--- config.mk ---
export PLATFORM = sky130hd
export DESIGN_NAME = interpolator_flat
export DESIGN_NICKNAME = d
export VERILOG_FILES = /design/src/rtl/interpolator_pkg.sv /design/src/rtl/interpolator_if.sv /design/src/rtl/interpolator_phase_counter.sv /design/src/rtl/interpolator.sv /design/src/flat_wrapper.sv
export SDC_FILE = /design/constraint.sdc
export NUM_CORES = 1
export LEC_CHECK = 0
export BUFFER_PORTS_ARGS = -buffer_cell sky130_fd_sc_hd__buf_2
export CORE_AREA = 8 8 45 47
export CTS_BUF_LIST = sky130_fd_sc_hd__clkbuf_8 sky130_fd_sc_hd__clkbuf_16
export CTS_CLUSTER_DIAMETER = 30
export DETAILED_ROUTE_END_ITERATION = 7
export DIE_AREA = 0 0 53 55
export SLEW_MARGIN = 5
export SYNTH_ARGS = -nofsm -noshare
export SYNTH_HDL_FRONTEND = slang
export SYNTH_SLANG_ARGS = --single-unit
--- constraint.sdc ---
create_clock -name clk -period 1.27 [get_ports clk]
set_input_delay 0.254 -clock clk [delete_from_list [all_inputs] [get_ports clk]]
set_output_delay 0.254 -clock clk [all_outputs]
set_load 0.01 [all_outputs]
--- src/rtl/interpolator_pkg.sv ---
// Shared types and elaboration helpers for the CIC rate-change blocks.
// Used by the interpolator and intended to be shared with the decimator.
package interpolator_pkg;

  typedef enum logic {
    IDLE = 1'b0,
    RUN  = 1'b1
  } interp_state_t;

  function automatic bit is_pow2(input int value);
    return (value > 32'sd0) && ((value & (value - 32'sd1)) == 32'sd0);
  endfunction

endpackage

--- src/rtl/interpolator_if.sv ---
// Low-rate valid/ready input and high-rate output bundle of the interpolator.
interface interpolator_if #(
  parameter int WIDTH       = 1,
  parameter int INTERP_RATE = 4
);
  localparam int PW = $clog2(INTERP_RATE);

  logic [WIDTH-1:0] in_data;
  logic             in_valid;
  logic             in_ready;
  logic [WIDTH-1:0] out_data;
  logic             out_valid;
  logic [PW-1:0]    out_phase;
  logic             underrun;

  modport slave (
    input  in_data, in_valid,
    output in_ready, out_data, out_valid, out_phase, underrun
  );

  modport master (
    output in_data, in_valid,
    input  in_ready, out_data, out_valid, out_phase, underrun
  );
endinterface

--- src/rtl/interpolator_phase_counter.sv ---
// Free-running mod-RATE phase counter with terminal-count flag.
// RATE is a power of two, so the wrap is the natural binary overflow.
module phase_counter #(
  parameter int RATE = 4
) (
  input  logic                      clk,
  input  logic                      rst,
  input  logic                      clr,
  input  logic                      en,
  output logic [$clog2(RATE)-1:0]   cnt,
  output logic                      tc
);
  localparam int CW = $clog2(RATE);

  logic [CW-1:0] cnt_r;

  // phase count register
  always_ff @(posedge clk) begin
    if (rst) begin
      cnt_r <= {CW{1'b0}};
    end else if (clr) begin
      cnt_r <= {CW{1'b0}};
    end else if (en) begin
      cnt_r <= cnt_r + CW'(1);
    end else begin
      cnt_r <= cnt_r;
    end
  end

  assign cnt = cnt_r;
  assign tc  = (cnt_r == CW'(RATE - 1));

endmodule

--- src/rtl/interpolator.sv ---
// CIC interpolation rate expander: one low-rate sample per frame in, INTERP_RATE
// high-rate samples out (phase 0 carries the sample, other phases zero or hold).
module interpolator
  import interpolator_pkg::*;
#(
  parameter int WIDTH       = 1,
  parameter int INTERP_RATE = 4,
  parameter bit ZERO_STUFF  = 1'b1
) (
  input logic           clk,
  input logic           rst,
  interpolator_if.slave bus
);
  localparam int PW = $clog2(INTERP_RATE);

  if (!is_pow2(INTERP_RATE) || (INTERP_RATE < 2)) begin : g_rate_check
    $error("interpolator: INTERP_RATE must be a power of 2 and at least 2");
  end

  interp_state_t    state_r;
  interp_state_t    state_nxt_s;
  logic [WIDTH-1:0] buf_r;
  logic [WIDTH-1:0] held_r;
  logic [WIDTH-1:0] out_data_r;
  logic [WIDTH-1:0] out_data_nxt_s;
  logic [WIDTH-1:0] stuff_s;
  logic             buf_full_r;
  logic             buf_full_nxt_s;
  logic             out_valid_r;
  logic             out_valid_nxt_s;
  logic             underrun_r;
  logic             underrun_nxt_s;
  logic             accept_s;
  logic             frame_start_s;
  logic             cnt_clr_s;
  logic             cnt_en_s;
  logic             tc_s;
  logic [PW-1:0]    cnt_s;

  // The buffer only accepts when empty and frame start only drains when full,
  // so a handshake and a frame start never touch the buffer in the same cycle.
  assign accept_s = bus.in_valid && !buf_full_r;
  assign stuff_s  = ZERO_STUFF ? {WIDTH{1'b0}} : held_r;

  phase_counter #(
    .RATE (INTERP_RATE)
  ) u_phase_counter (
    .clk (clk),
    .rst (rst),
    .clr (cnt_clr_s),
    .en  (cnt_en_s),
    .cnt (cnt_s),
    .tc  (tc_s)
  );

  // FSM state register
  always_ff @(posedge clk) begin
    if (rst) begin
      state_r <= IDLE;
    end else begin
      state_r <= state_nxt_s;
    end
  end

  // next state, counter control and next output values
  always_comb begin
    state_nxt_s     = state_r;
    frame_start_s   = 1'b0;
    cnt_clr_s       = 1'b0;
    cnt_en_s        = 1'b0;
    out_data_nxt_s  = out_data_r;
    out_valid_nxt_s = out_valid_r;
    underrun_nxt_s  = 1'b0;
    case (state_r)
      IDLE: begin
        cnt_clr_s = 1'b1;
        if (buf_full_r) begin
          state_nxt_s     = RUN;
          frame_start_s   = 1'b1;
          out_data_nxt_s  = buf_r;
          out_valid_nxt_s = 1'b1;
        end else begin
          out_data_nxt_s  = {WIDTH{1'b0}};
          out_valid_nxt_s = 1'b0;
        end
      end
      RUN: begin
        cnt_en_s        = 1'b1;
        out_valid_nxt_s = 1'b1;
        if (!tc_s) begin
          out_data_nxt_s = stuff_s;
        end else if (buf_full_r) begin
          frame_start_s  = 1'b1;
          out_data_nxt_s = buf_r;
        end else begin
          underrun_nxt_s = 1'b1;
          out_data_nxt_s = stuff_s;
        end
      end
      default: begin
        state_nxt_s     = IDLE;
        cnt_clr_s       = 1'b1;
        out_data_nxt_s  = {WIDTH{1'b0}};
        out_valid_nxt_s = 1'b0;
      end
    endcase
    if (accept_s) begin
      buf_full_nxt_s = 1'b1;
    end else if (frame_start_s) begin
      buf_full_nxt_s = 1'b0;
    end else begin
      buf_full_nxt_s = buf_full_r;
    end
  end

  // sample buffer, held sample and output registers
  always_ff @(posedge clk) begin
    if (rst) begin
      buf_r       <= {WIDTH{1'b0}};
      buf_full_r  <= 1'b0;
      held_r      <= {WIDTH{1'b0}};
      out_data_r  <= {WIDTH{1'b0}};
      out_valid_r <= 1'b0;
      underrun_r  <= 1'b0;
    end else begin
      buf_full_r  <= buf_full_nxt_s;
      out_data_r  <= out_data_nxt_s;
      out_valid_r <= out_valid_nxt_s;
      underrun_r  <= underrun_nxt_s;
      if (accept_s) begin
        buf_r <= bus.in_data;
      end
      if (frame_start_s) begin
        held_r <= buf_r;
      end
    end
  end

  assign bus.in_ready  = !buf_full_r;
  assign bus.out_data  = out_data_r;
  assign bus.out_valid = out_valid_r;
  assign bus.out_phase = cnt_s;
  assign bus.underrun  = underrun_r;

endmodule
--- src/flat_wrapper.sv ---
// flat-port wrapper written by rule: the top's interface ports become plain ports
module interpolator_flat import interpolator_pkg::*;
#(
  parameter int WIDTH       = 1,
  parameter int INTERP_RATE = 4,
  parameter bit ZERO_STUFF  = 1'b1
)
  (clk, rst, bus_in_data, bus_in_valid, bus_in_ready, bus_out_data, bus_out_valid, bus_out_phase, bus_underrun);
  interpolator_if #(.WIDTH(WIDTH), .INTERP_RATE(INTERP_RATE)) bus_i ();
  input logic clk;
  input logic rst;
  input wire logic [$bits(bus_i.in_data)-1:0] bus_in_data;
  input wire logic [$bits(bus_i.in_valid)-1:0] bus_in_valid;
  output wire logic [$bits(bus_i.in_ready)-1:0] bus_in_ready;
  output wire logic [$bits(bus_i.out_data)-1:0] bus_out_data;
  output wire logic [$bits(bus_i.out_valid)-1:0] bus_out_valid;
  output wire logic [$bits(bus_i.out_phase)-1:0] bus_out_phase;
  output wire logic [$bits(bus_i.underrun)-1:0] bus_underrun;
  assign bus_i.in_data = bus_in_data;
  assign bus_i.in_valid = bus_in_valid;
  assign bus_in_ready = bus_i.in_ready;
  assign bus_out_data = bus_i.out_data;
  assign bus_out_valid = bus_i.out_valid;
  assign bus_out_phase = bus_i.out_phase;
  assign bus_underrun = bus_i.underrun;
  interpolator #(.WIDTH(WIDTH), .INTERP_RATE(INTERP_RATE), .ZERO_STUFF(ZERO_STUFF)) u_core (.clk(clk), .rst(rst), .bus(bus_i));
endmodule
==> qor.yml <==
die_h_um: 55
period_minus_slack_ns: 1.12
path_max_fanout: 6
yosys_warnings: 0
worstHoldPathCells: 2
cp_slowest_cell: "dfxtp_1"
worstHoldStart: "rst"
leakagePower_nw: 0.176
slew_headroom_pct: 83.0
r2r_cells: 3
cts_resized: 0
syn2layout_area_growth_pct: 45.4
synth-xor-area-share_pct: 0
crit_path_start: "u_core.buf_full_r"
grt_pass1_vias: 188
cp_top_family: "flip-flops"
first_iter_violations: 1
synth_nets: 28
powerDensity_nw_per_um2: 1620
hold_end: "u_core.buf_full_r"
ys_seq_area_share_pct: 57.7
diodes: 0
io_buffer_count: 9
finalHoldViolCount: 0
start_kind: "flop"
peakVddDrop_uv: 417
synthAdderAreaFrac_pct: 5.15
fin_skew_ns: 0.00155
cts_buffer_depth: 2
r2r_end: "u_core.buf_full_r"
slowest_delay_ns: 0.41
rsz0062_at_grt: "false"
synth-seq-cells: 7
layout-drive-gt1-share_pct: 33.3
grt_max_degree: 8
path_buf_inv: 2
synth_top_family_by_area: "simple AND/OR/NAND/NOR gates"
crit_type: "flop to output pin"
syn_area_um2: 243
cap_violations: 0
die_w_um: 53
vias: 210
synth_compound_area_share_pct: 5.67
viasPerCell: 4.04
worstPathCellList: "inv_1, buf_2"
endpoint_kind: "output pin"
most-common-layout-cells: "9 x buf_2, 7 x dfxtp_1, 3 x inv_1, 3 x clkbuf_8, 2 x nor2_1"
rows: 14
max_freq_mhz: 896
hold_ws_ns: 0.266
clkLatencyLatePin_ns: 0.23
r2r-start: "u_core.u_phase_counter.cnt[0]"
grt_pass1_wl_um: 862
min_path_type: "primary input to flop"
firstDrtPassIters: 3
wl_um: 553
clock-root-buffer: "clkbuf_8"
post_cts_buffers: 0
fin_nets: 42
antenna_found_initial: 0
postSynthCellCount: 23
cts_tree: "done"
htree_levels: 1
drv_slew: 0
arrival_ns: 0.86
gr-total-overflow: 0
place.gp.congestion: 0.684
cts_buffers: 3
final_common_cell: "buf_2"
ys_types: 15
r2r_slack_ns: 0.38
clock-sinks: 7
critPathRequiredTime_ns: 1.02
status: "finished, final reports clean"
io_pins: 10
setup_tns_ns: 0
fin_crit_sh_pct: 87.9
synth.area.mux_share_pct: 0
die_area_um2: 2920
cts_hold_buf: 0
postSynthAreaPerCell_um2: 10.6
drc: 0
gr-usage-all-layers_pct: 4.70
synthSimpleGateAreaFrac_pct: 28.4
cts.clk_slew.worst_paths_ns: 0.04
routedWlPerCell_um: 10.6
finalPower_mw: 0.571
start_util_pct: 17.5
setup_viol: 0
ant_nets: 0
coreArea_um2: 1380
worst_pin_slew_ns: 0.251
## synthesized netlist by cell type
cell      number  area share, %
a21oi_1        1            2.1
nand2b_1       1            2.6
nor2_1         2            3.1
dfxtp_1        7             58
nand2_1        1            1.5
nor3_1         1            2.1
nor4bb_1       1            4.1
nor2b_1        1            2.6
nand3b_1       1            3.1
nor3b_1        1            3.1
and3_1         1            2.6
ha_1           1            5.2
and4_1         1            3.6
inv_1          2            3.1
a31o_1         1            3.6
## kinds of logic (layout without fill, tap and decap cells)
kind of cell	count (synthesis)	after routing
DFF	7	7
AOI/OAI and AO/OA	2	2
adders and majority gates	1	1
and+or+nand+nor	11	11
buffers and inverters	2	15
## state kept, by name, indices dropped and copies added, names as in the netlist
signal	flops
u_core.u_phase_counter.cnt	2
u_core.buf_full_r	1
u_core.buf_r	1
u_core.bus.out_data	1
u_core.bus.out_valid	1
u_core.bus.underrun	1
## report_power, final
| part | internal [mW] | switching [mW] |
|---|---|---|
| sequential | 0.230 | 0.00927 |
| combinational | 0.0167 | 0.0168 |
| clock | 0.208 | 0.0898 |
| total | 0.455 | 0.116 |
## area by class of cell
cell class                 instances  area, µm²
clock buffer                       3       41.3
clock inverter                     1       3.75
fill                             157       1030
inverter                           2       7.51
multi-input combinational         14       95.1
sequential                         7        140
tap                               16       20.0
timing repair buffer               9       45.0
## through the flow
step,cells,cell area [µm²],setup slack [ns],utilization (%)
global placement,48,308,0.394,22.2
finish,52,353,0.153,25.5
floorplan,23,243,0.389,-
detailed placement,48,308,0.376,22.2
global route,52,353,0.0802,25.5
CTS,52,353,0.134,25.5
## routing by layer
layer  share of wire [%]  track usage [%]  wire [µm]  up-vias
met5                   0                0          0        -
met4                 6.9             6.47         38        0
met3                  13             4.28         72        5
met2                  37             5.08        207       10
met1                  42             4.42        235       89
li1                    -                -          -      106
## how the worst max path moves through the flow
| stage | end | slack [ns] | cells after the start |
|---|---|---|---|
| finish | bus_in_ready | 0.15 | 2 |
| global route | bus_in_ready | 0.08 | 2 |
| CTS | bus_in_ready | 0.13 | 2 |
| detailed placement | u_core.buf_full_r | 0.38 | 3 |
| global placement | bus_in_ready | 0.39 | 2 |
| floorplan | u_core.buf_full_r | 0.39 | 3 |
No activity file was read; power rests on OpenSTA's default activity.
